==> config.mk <==
export PLATFORM = sky130hd
export DESIGN_NAME = dmem_lsu
export DESIGN_NICKNAME = d
export VERILOG_FILES = /design/src/rtl/lsu_pkg.sv /design/src/rtl/lsu_lane.sv /design/src/rtl/dmem_lsu.sv
export SDC_FILE = /design/constraint.sdc
export NUM_CORES = 1
export LEC_CHECK = 0
export ABC_AREA = 1
export CAP_MARGIN = 20
export CORE_UTILIZATION = 25
export DETAILED_ROUTE_END_ITERATION = 7
export GPL_ROUTABILITY_DRIVEN = 0
export PLACE_DENSITY = 0.48
export SETUP_SLACK_MARGIN = 0.5
export SLEW_MARGIN = 5
export SYNTH_ARGS = -nofsm -noshare
export SYNTH_HDL_FRONTEND = slang
export SYNTH_HIERARCHICAL = 1
export SYNTH_SLANG_ARGS = --single-unit
==> constraint.sdc <==
create_clock -name clk -period 5.95 [get_ports clk]
set_input_delay 1.785 -clock clk [delete_from_list [all_inputs] [get_ports clk]]
set_output_delay 1.785 -clock clk [all_outputs]
set_load 0.01 [all_outputs]
==> src/rtl/lsu_pkg.sv <==
// Shared types and lane helpers for the load/store unit: access sizes, FSM states,
// little-endian lane extraction with extension, and sub-word merge for read-modify-write.
package lsu_pkg;

  typedef enum logic [1:0] {
    SZ_BYTE = 2'd0,
    SZ_HALF = 2'd1,
    SZ_WORD = 2'd2
  } size_t;

  typedef enum logic [2:0] {
    StIdle,
    StLoad,
    StRmwRd,
    StStore,
    StResp
  } state_t;

  function automatic logic [31:0] lane_extract(input logic [31:0] word, input logic [1:0] off,
                                               input logic [1:0] size, input logic sext);
    logic [7:0]  b;
    logic [15:0] h;
    logic [31:0] res;
    b = word[{off, 3'b000} +: 8];
    h = off[1] ? word[31:16] : word[15:0];
    case (size)
      SZ_BYTE: res = sext ? {{24{b[7]}}, b} : {24'b0, b};
      SZ_HALF: res = sext ? {{16{h[15]}}, h} : {16'b0, h};
      default: res = word;
    endcase
    return res;
  endfunction

  function automatic logic [31:0] lane_merge(input logic [31:0] word, input logic [31:0] wdata,
                                             input logic [1:0] off, input logic [1:0] size);
    logic [31:0] res;
    res = word;
    case (size)
      SZ_BYTE: res[{off, 3'b000} +: 8] = wdata[7:0];
      SZ_HALF: res[{off[1], 4'b0000} +: 16] = wdata[15:0];
      default: res = wdata;
    endcase
    return res;
  endfunction

endpackage

==> src/rtl/lsu_lane.sv <==
// Combinational lane logic: load data extract/extend and store data merge into a read word.
module lsu_lane
  import lsu_pkg::*;
(
  input  logic [31:0] rdata_i,
  input  logic [31:0] wdata_i,
  input  logic [1:0]  off_i,
  input  logic [1:0]  size_i,
  input  logic        signed_i,
  output logic [31:0] load_o,
  output logic [31:0] merge_o
);

  always_comb begin
    load_o  = lane_extract(rdata_i, off_i, size_i, signed_i);
    merge_o = lane_merge(rdata_i, wdata_i, off_i, size_i);
  end

endmodule

==> src/rtl/dmem_lsu.sv <==
// Load/store initiator between datapath and a word-wide dmem; sub-word stores use
// read-modify-write, one request in flight, completion signalled by a resp_valid pulse.
module dmem_lsu
  import lsu_pkg::*;
#(
  parameter int unsigned MEM_WORDS = 1024
) (
  input  logic        clk,
  input  logic        reset,
  input  logic        req_valid,
  output logic        req_ready,
  input  logic        req_write,
  input  logic [1:0]  req_size,
  input  logic        req_signed,
  input  logic [31:0] req_addr,
  input  logic [31:0] req_wdata,
  output logic        resp_valid,
  output logic        resp_err,
  output logic [31:0] resp_rdata,
  output logic [31:0] memAddr,
  output logic [31:0] memWriteData,
  output logic        MemWrite,
  output logic        MemRead,
  input  logic [31:0] memReadData
);

  state_t      state_q;
  logic        write_q;
  logic [1:0]  size_q;
  logic        signed_q;
  logic [1:0]  off_q;
  logic [31:0] wdata_q;
  logic        req_ready_q;
  logic        resp_valid_q;
  logic        resp_err_q;
  logic [31:0] resp_rdata_q;
  logic [31:0] mem_addr_q;
  logic [31:0] mem_wdata_q;

  logic        req_err_d;
  logic [31:0] load_data;
  logic [31:0] merge_data;

  always_comb begin
    req_err_d = (req_size == 2'd3) ||
                ((req_size == SZ_HALF) && req_addr[0]) ||
                ((req_size == SZ_WORD) && (req_addr[1:0] != 2'b00)) ||
                ({2'b00, req_addr[31:2]} >= MEM_WORDS);
  end

  lsu_lane u_lane (
    .rdata_i  (memReadData),
    .wdata_i  (wdata_q),
    .off_i    (off_q),
    .size_i   (size_q),
    .signed_i (signed_q),
    .load_o   (load_data),
    .merge_o  (merge_data)
  );

  always_ff @(posedge clk) begin
    if (reset) begin
      state_q      <= StIdle;
      write_q      <= 1'b0;
      size_q       <= 2'b00;
      signed_q     <= 1'b0;
      off_q        <= 2'b00;
      wdata_q      <= 32'b0;
      req_ready_q  <= 1'b1;
      resp_valid_q <= 1'b0;
      resp_err_q   <= 1'b0;
      resp_rdata_q <= 32'b0;
      mem_addr_q   <= 32'b0;
      mem_wdata_q  <= 32'b0;
    end else begin
      resp_valid_q <= 1'b0;
      unique case (state_q)
        StIdle: begin
          if (req_valid) begin
            write_q     <= req_write;
            size_q      <= req_size;
            signed_q    <= req_signed;
            off_q       <= req_addr[1:0];
            wdata_q     <= req_wdata;
            req_ready_q <= 1'b0;
            if (req_err_d) begin
              // Errors never touch dmem; memAddr keeps its last value.
              state_q      <= StResp;
              resp_valid_q <= 1'b1;
              resp_err_q   <= 1'b1;
              resp_rdata_q <= 32'b0;
            end else begin
              mem_addr_q <= {req_addr[31:2], 2'b00};
              if (!req_write) begin
                state_q <= StLoad;
              end else if (req_size == SZ_WORD) begin
                state_q     <= StStore;
                mem_wdata_q <= req_wdata;
              end else begin
                state_q <= StRmwRd;
              end
            end
          end
        end
        StLoad: begin
          state_q      <= StResp;
          resp_valid_q <= 1'b1;
          resp_err_q   <= 1'b0;
          resp_rdata_q <= load_data;
        end
        StRmwRd: begin
          state_q     <= StStore;
          mem_wdata_q <= merge_data;
        end
        StStore: begin
          state_q      <= StResp;
          resp_valid_q <= 1'b1;
          resp_err_q   <= 1'b0;
          resp_rdata_q <= 32'b0;
        end
        StResp: begin
          state_q     <= StIdle;
          req_ready_q <= 1'b1;
        end
        default: begin
          state_q     <= StIdle;
          req_ready_q <= 1'b1;
        end
      endcase
    end
  end

  // Strobes gated by reset so an aborted operation can never write dmem.
  always_comb begin
    MemRead  = !reset && ((state_q == StLoad) || (state_q == StRmwRd));
    MemWrite = !reset && (state_q == StStore) && write_q;
  end

  assign req_ready    = req_ready_q;
  assign resp_valid   = resp_valid_q;
  assign resp_err     = resp_err_q;
  assign resp_rdata   = resp_rdata_q;
  assign memAddr      = mem_addr_q;
  assign memWriteData = mem_wdata_q;

endmodule

==> Word level (Yosys, flattened, before mapping) <==
Index checks and enable logic that the tools add are counted.
{ "totals": {"register_bits": 138, "in_bits": 103, "elab_cells": 86} }
{ "classes": {"add_sub_neg": 2, "n_lt_le_gt_ge": 1, "eq_ne": 12, "shifts": 5, "n_mux": 28, "bitwise": 2, "n_reduce_logical": 24} }
{ "ops": {"columns": ["cell", "n"], "rows": [
  ["$mux 32", 8],
  ["$pmux 32 s2", 3],
  ["$pmux 32 s3", 1],
  ["$bwmux 32", 2],
  ["$shift 16x7->32 const A", 1],
  ["$shift 8x7->32 const A", 1],
  ["$shiftx 16x7->32", 1],
  ["$shiftx 32x6->8", 1],
  ["$shiftx 8x7->32", 1],
  ["$ge 30x11->1 const B", 1],
  ["$mux 16", 1],
  ["$neg 5->7", 2],
  ["$ne 2x2->1 const B", 5],
  ["$pmux 3 s3", 1],
  ["$reduce_and 3->1", 3],
  ["$eq 3x2->1 const B", 2],
  ["$mux 1", 6],
  ["$mux 3", 2],
  ["$pmux 1 s2", 3],
  ["$reduce_bool 2->1", 3],
  ["$logic_and 1x1->1", 5],
  ["$reduce_and 5->1", 1],
  ["$eq 2x1->1 const B", 2],
  ["$eq 2x2->1 const B", 2],
  ["other kinds (11)", 16]
]} }

==> Logic depth before layout (Yosys ltp) <==
{ "logic_depth": {"word_depth": 8, "ltp_mapped": 14} }

==> Cells and area by module <==
The synthesis kept the hierarchy.
{ "by_module_without_submodules": {"columns": ["module", "n_inst", "cells_each", "area_per_inst_um2", "seq_area_each_um2"], "rows": [
  ["dmem_lsu", 1, 888, 6035.8, 2762.6],
  ["lsu_lane", 1, 412, 1908.1, 0.0]
]} }

==> Least setup slack after synthesis <==
OpenSTA, ideal clock, no wires.
{ "synth_path": {"path_type": "input to output", "startpoint": "in reset", "endpoint": "out MemWrite", "t_arrival_ps": 2559, "required_time_ps": 4165, "setup_slack_ps": 1606, "stages": 5, "cell_sequence": "clkbuf_1 -> clkinv_1 -> clkbuf_1 -> nand3_1 -> nor2_1"} }
{ "synth_between": {"elab_chain_len": 3} }
{ "synth_lines": {"columns": ["item", "line", "rtl"], "rows": [
  ["start, declared", "dmem_lsu.sv:9", "input logic reset,"],
  ["$logic_not 1->1", "dmem_lsu.sv:136", "MemWrite = !reset && (state_q == StStore) && write_q;"],
  ["$logic_and 1x1->1 (2 in a row)", "dmem_lsu.sv:136", null],
  ["end, declared", "dmem_lsu.sv:22", "output logic MemWrite,"]
]} }
No other way between the ends.

==> Worst setup path in the final report <==
Ends and elaborated chain as after synthesis.

==> flow_summary.yaml <==
status:
  status: "finished, final reports clean"
worst_setup_path:
  reg2regPathDepth: 8
  cp-end-kind: "output port"
  r2r-start: "state_q[1]"
  worst-endpoint-arrival_ps: 3230
  crit_slowest_cell: "clkdlybuf4s50_1"
  r2r_end: "resp_rdata[16]"
  cpMostUsedCell: "clkdlybuf4s50_1"
  path_cells: "clkdlybuf4s50_1 -> inv_2 -> nand3_1 -> nor2_1 -> clkdlybuf4s50_1"
  cp-startpoint: "reset"
  critical_path_class: "input pin to output port"
  worst-path-max-fanout: 3
  crit_end: "MemWrite"
  start_kind: "input pin"
  critPathMaxStageDelay_ps: 580
  cp.required_ps: 4160
  r2r_slack_ps: 3050
layout:
  drive_above_1_share: 0.04736
  final_cell_area_um2: 10800
  syn_to_final_growth_pct: 35.91
  finalNonFillerCells: 1853
  n_antenna_cell: 0
  fin_util: 0.3493
  final_nets: 1552
  fillers: 3422
  multi_input_area_um2: 4304
  layout.area.seq_um2: 2764
timing:
  hold_viol_final: 0
  slew_headroom: 0.2618
  skew_ps: 11.17
  fmax_mhz: 199.5
  fin_tns_setup_ps: 0
  rsz0062_at_grt: "no"
  finalCritPeriodShare: 0.8426
  setup_violations: 0
  final-max-slew-violation-count: 0
  worst_pin_slew_ps: 1107
  finalCriticalPeriod_ps: 5014
clock_tree:
  cts_resized: 0
  clk_pin_slew_ps: 60
  cts_buffer_depth: 2
  postCtsSetupBuffers: 0
  cts_buffers: 17
  tritoncts: "yes"
  ctsHoldBuffers: 0
  insertion_delay_ps: 440
  htreeDepth: 4
  cts-root-buf: "clkbuf_16"
  cts_sinks: 138
power:
  p_leak_uw: 0.004796
  p_per_area_nw_per_um2: 235.7
  peakVddDrop_mv: 0.1936
  power_uw: 2545
logic_synthesis:
  synthesis.area_um2: 7944
  avgSynthCellArea_um2: 6.111
  seq_area_frac_synth: 0.3478
  ys_seq_elements: 138
  synth_warnings: 6
  syn_inst: 1300
  async_flop_share: 0
  ys.flop_type: "dfxtp_1"
  synth_edf_count: 0
  yosysUniqueCellTypes: 32
global_routing:
  grt_start_max_net_pins: 97
  grt_pass1_wl_um: 46920
  grt_antenna_before_repair: 0
  grt_pass1_vias: 8267
  grt-ovfl-total: 0
  grt.total_usage: 0.1847
detailed_routing:
  drtPass1Iterations: 5
  viasPerCell: 4.737
  drc: 0
  wl_per_cell_um: 16.30
  drt_iter0_markers: 551
  antenna_left: 0
  num_vias: 8777
  wl_um: 30200
run:
  drv_cap: 0
placed_design:
  postPlaceCellArea_um2: 10160
  hpwlAfterDp_um: 21610
  placedCellCount: 1820
  portBuffers: 201
floorplanning:
  ios: 204
  dieWidth_um: 180.3
  die_h_um: 180.3
  dieArea_um2: 32490
  fp.coreArea_um2: 30910
  floorplan.initialDensity: 0.2570
  num_rows: 64
hold_path:
  hold_class: "register to register"
==> area by class of cell <==
class,instances,share of cell area
Multi-Input combinational cell,951,0.3987
Inverter,117,0.04068
Tap cell,396,0.04589
Clock buffer,18,0.03975
Sequential cell,138,0.2560
Clock inverter,14,0.01715
Timing Repair Buffer,219,0.2019
==> layout by cell type (no fill, tap or decap), drive strengths merged <==
cell type	n
buf	18
nand4	11
ha	5
nand3	173
bufinv	3
o21ai	39
clkinvlp	3
nand2	431
clkinv	5
nor2	119
a22oi	14
conb	2
and2	1
nor3	1
o22ai	16
inv	120
o32ai	1
clkbuf	18
dfxtp	138
o211ai	7
and3	20
clkdlybuf4s50	201
a21oi	111
==> kinds of logic after synthesis <==
logic type	Yosys count	synth area share
flops	138	0.3478
simple gates	756	0.4031
fa+ha+maj	5	0.007875
other cells	1	0.0004721
compound gates	188	0.1290
buf+inv	212	0.1118
==> metrics by stage <==
step                worst slack [ps]  hold slack (ps)
floorplan                       1606            440.0
global placement               914.1            438.6
detailed placement             930.0            453.8
CTS                            912.6            463.7
global route                   861.9            476.8
finish                         936.5            459.3
==> power by group <==
group / switching, µW / total, µW / internal (µW)
Combinational: 248 / 423 / 176
Sequential: 30.4 / 987 / 957
Clock: 465 / 1130 / 669
Total: 743 / 2550 / 1800
==> how the worst min path moves through the flow <==
stage                      from           to  slack [ps]  cells after the start
finish                 resp_err     resp_err         460                      2
global route           resp_err     resp_err         480                      2
CTS                    resp_err     resp_err         460                      2
detailed placement     resp_err     resp_err         450                      2
global placement       resp_err     resp_err         440                      2
floorplan           wdata_q[23]  wdata_q[23]         440                      2
==> worst max-delay path, delay by kind of cell <==
| family | cells | cell delay, ps |
|---|---|---|
| AND/OR/NAND/NOR | 2 | 270 |
| buffers and inverters | 3 | 1170 |
==> flip-flops by register name, summed over array words and instances, names as in the netlist <==
name          cells
memAddr          30
memWriteData     32
resp_valid        1
resp_err          1
signed_q          1
off_q             2
wdata_q          32
req_ready         1
resp_rdata       32
state_q           3
size_q            2
write_q           1
==> Yosys cell counts, types with 3 or more instances <==
master	count	area share
dfxtp_1	138	0.35
o21ai_1	6	0.0038
and3_1	20	0.016
buf_2	50	0.032
a22oi_1	14	0.013
a21oi_1	111	0.070
inv_1	111	0.052
clkinv_1	3	0.0014
nand4_1	10	0.0079
nand3_1	172	0.11
nor2_2	4	0.0031
inv_2	3	0.0014
o22ai_1	16	0.013
nor2_1	114	0.054
buf_4	6	0.0057
clkbuf_1	36	0.017
o211ai_1	7	0.0066
nand2_1	426	0.20
ha_1	5	0.0079
o21ai_0	31	0.020
nand2_2	4	0.0031
==> layer usage <==
metal  wire, µm  GRT usage  share of wire
met5          0          0              0
met1      13830     0.2377           0.46
met2      14470     0.3112           0.48
met4        665    0.06564          0.022
met3       1230    0.02890          0.041
No activity file was read; power rests on OpenSTA's default activity.
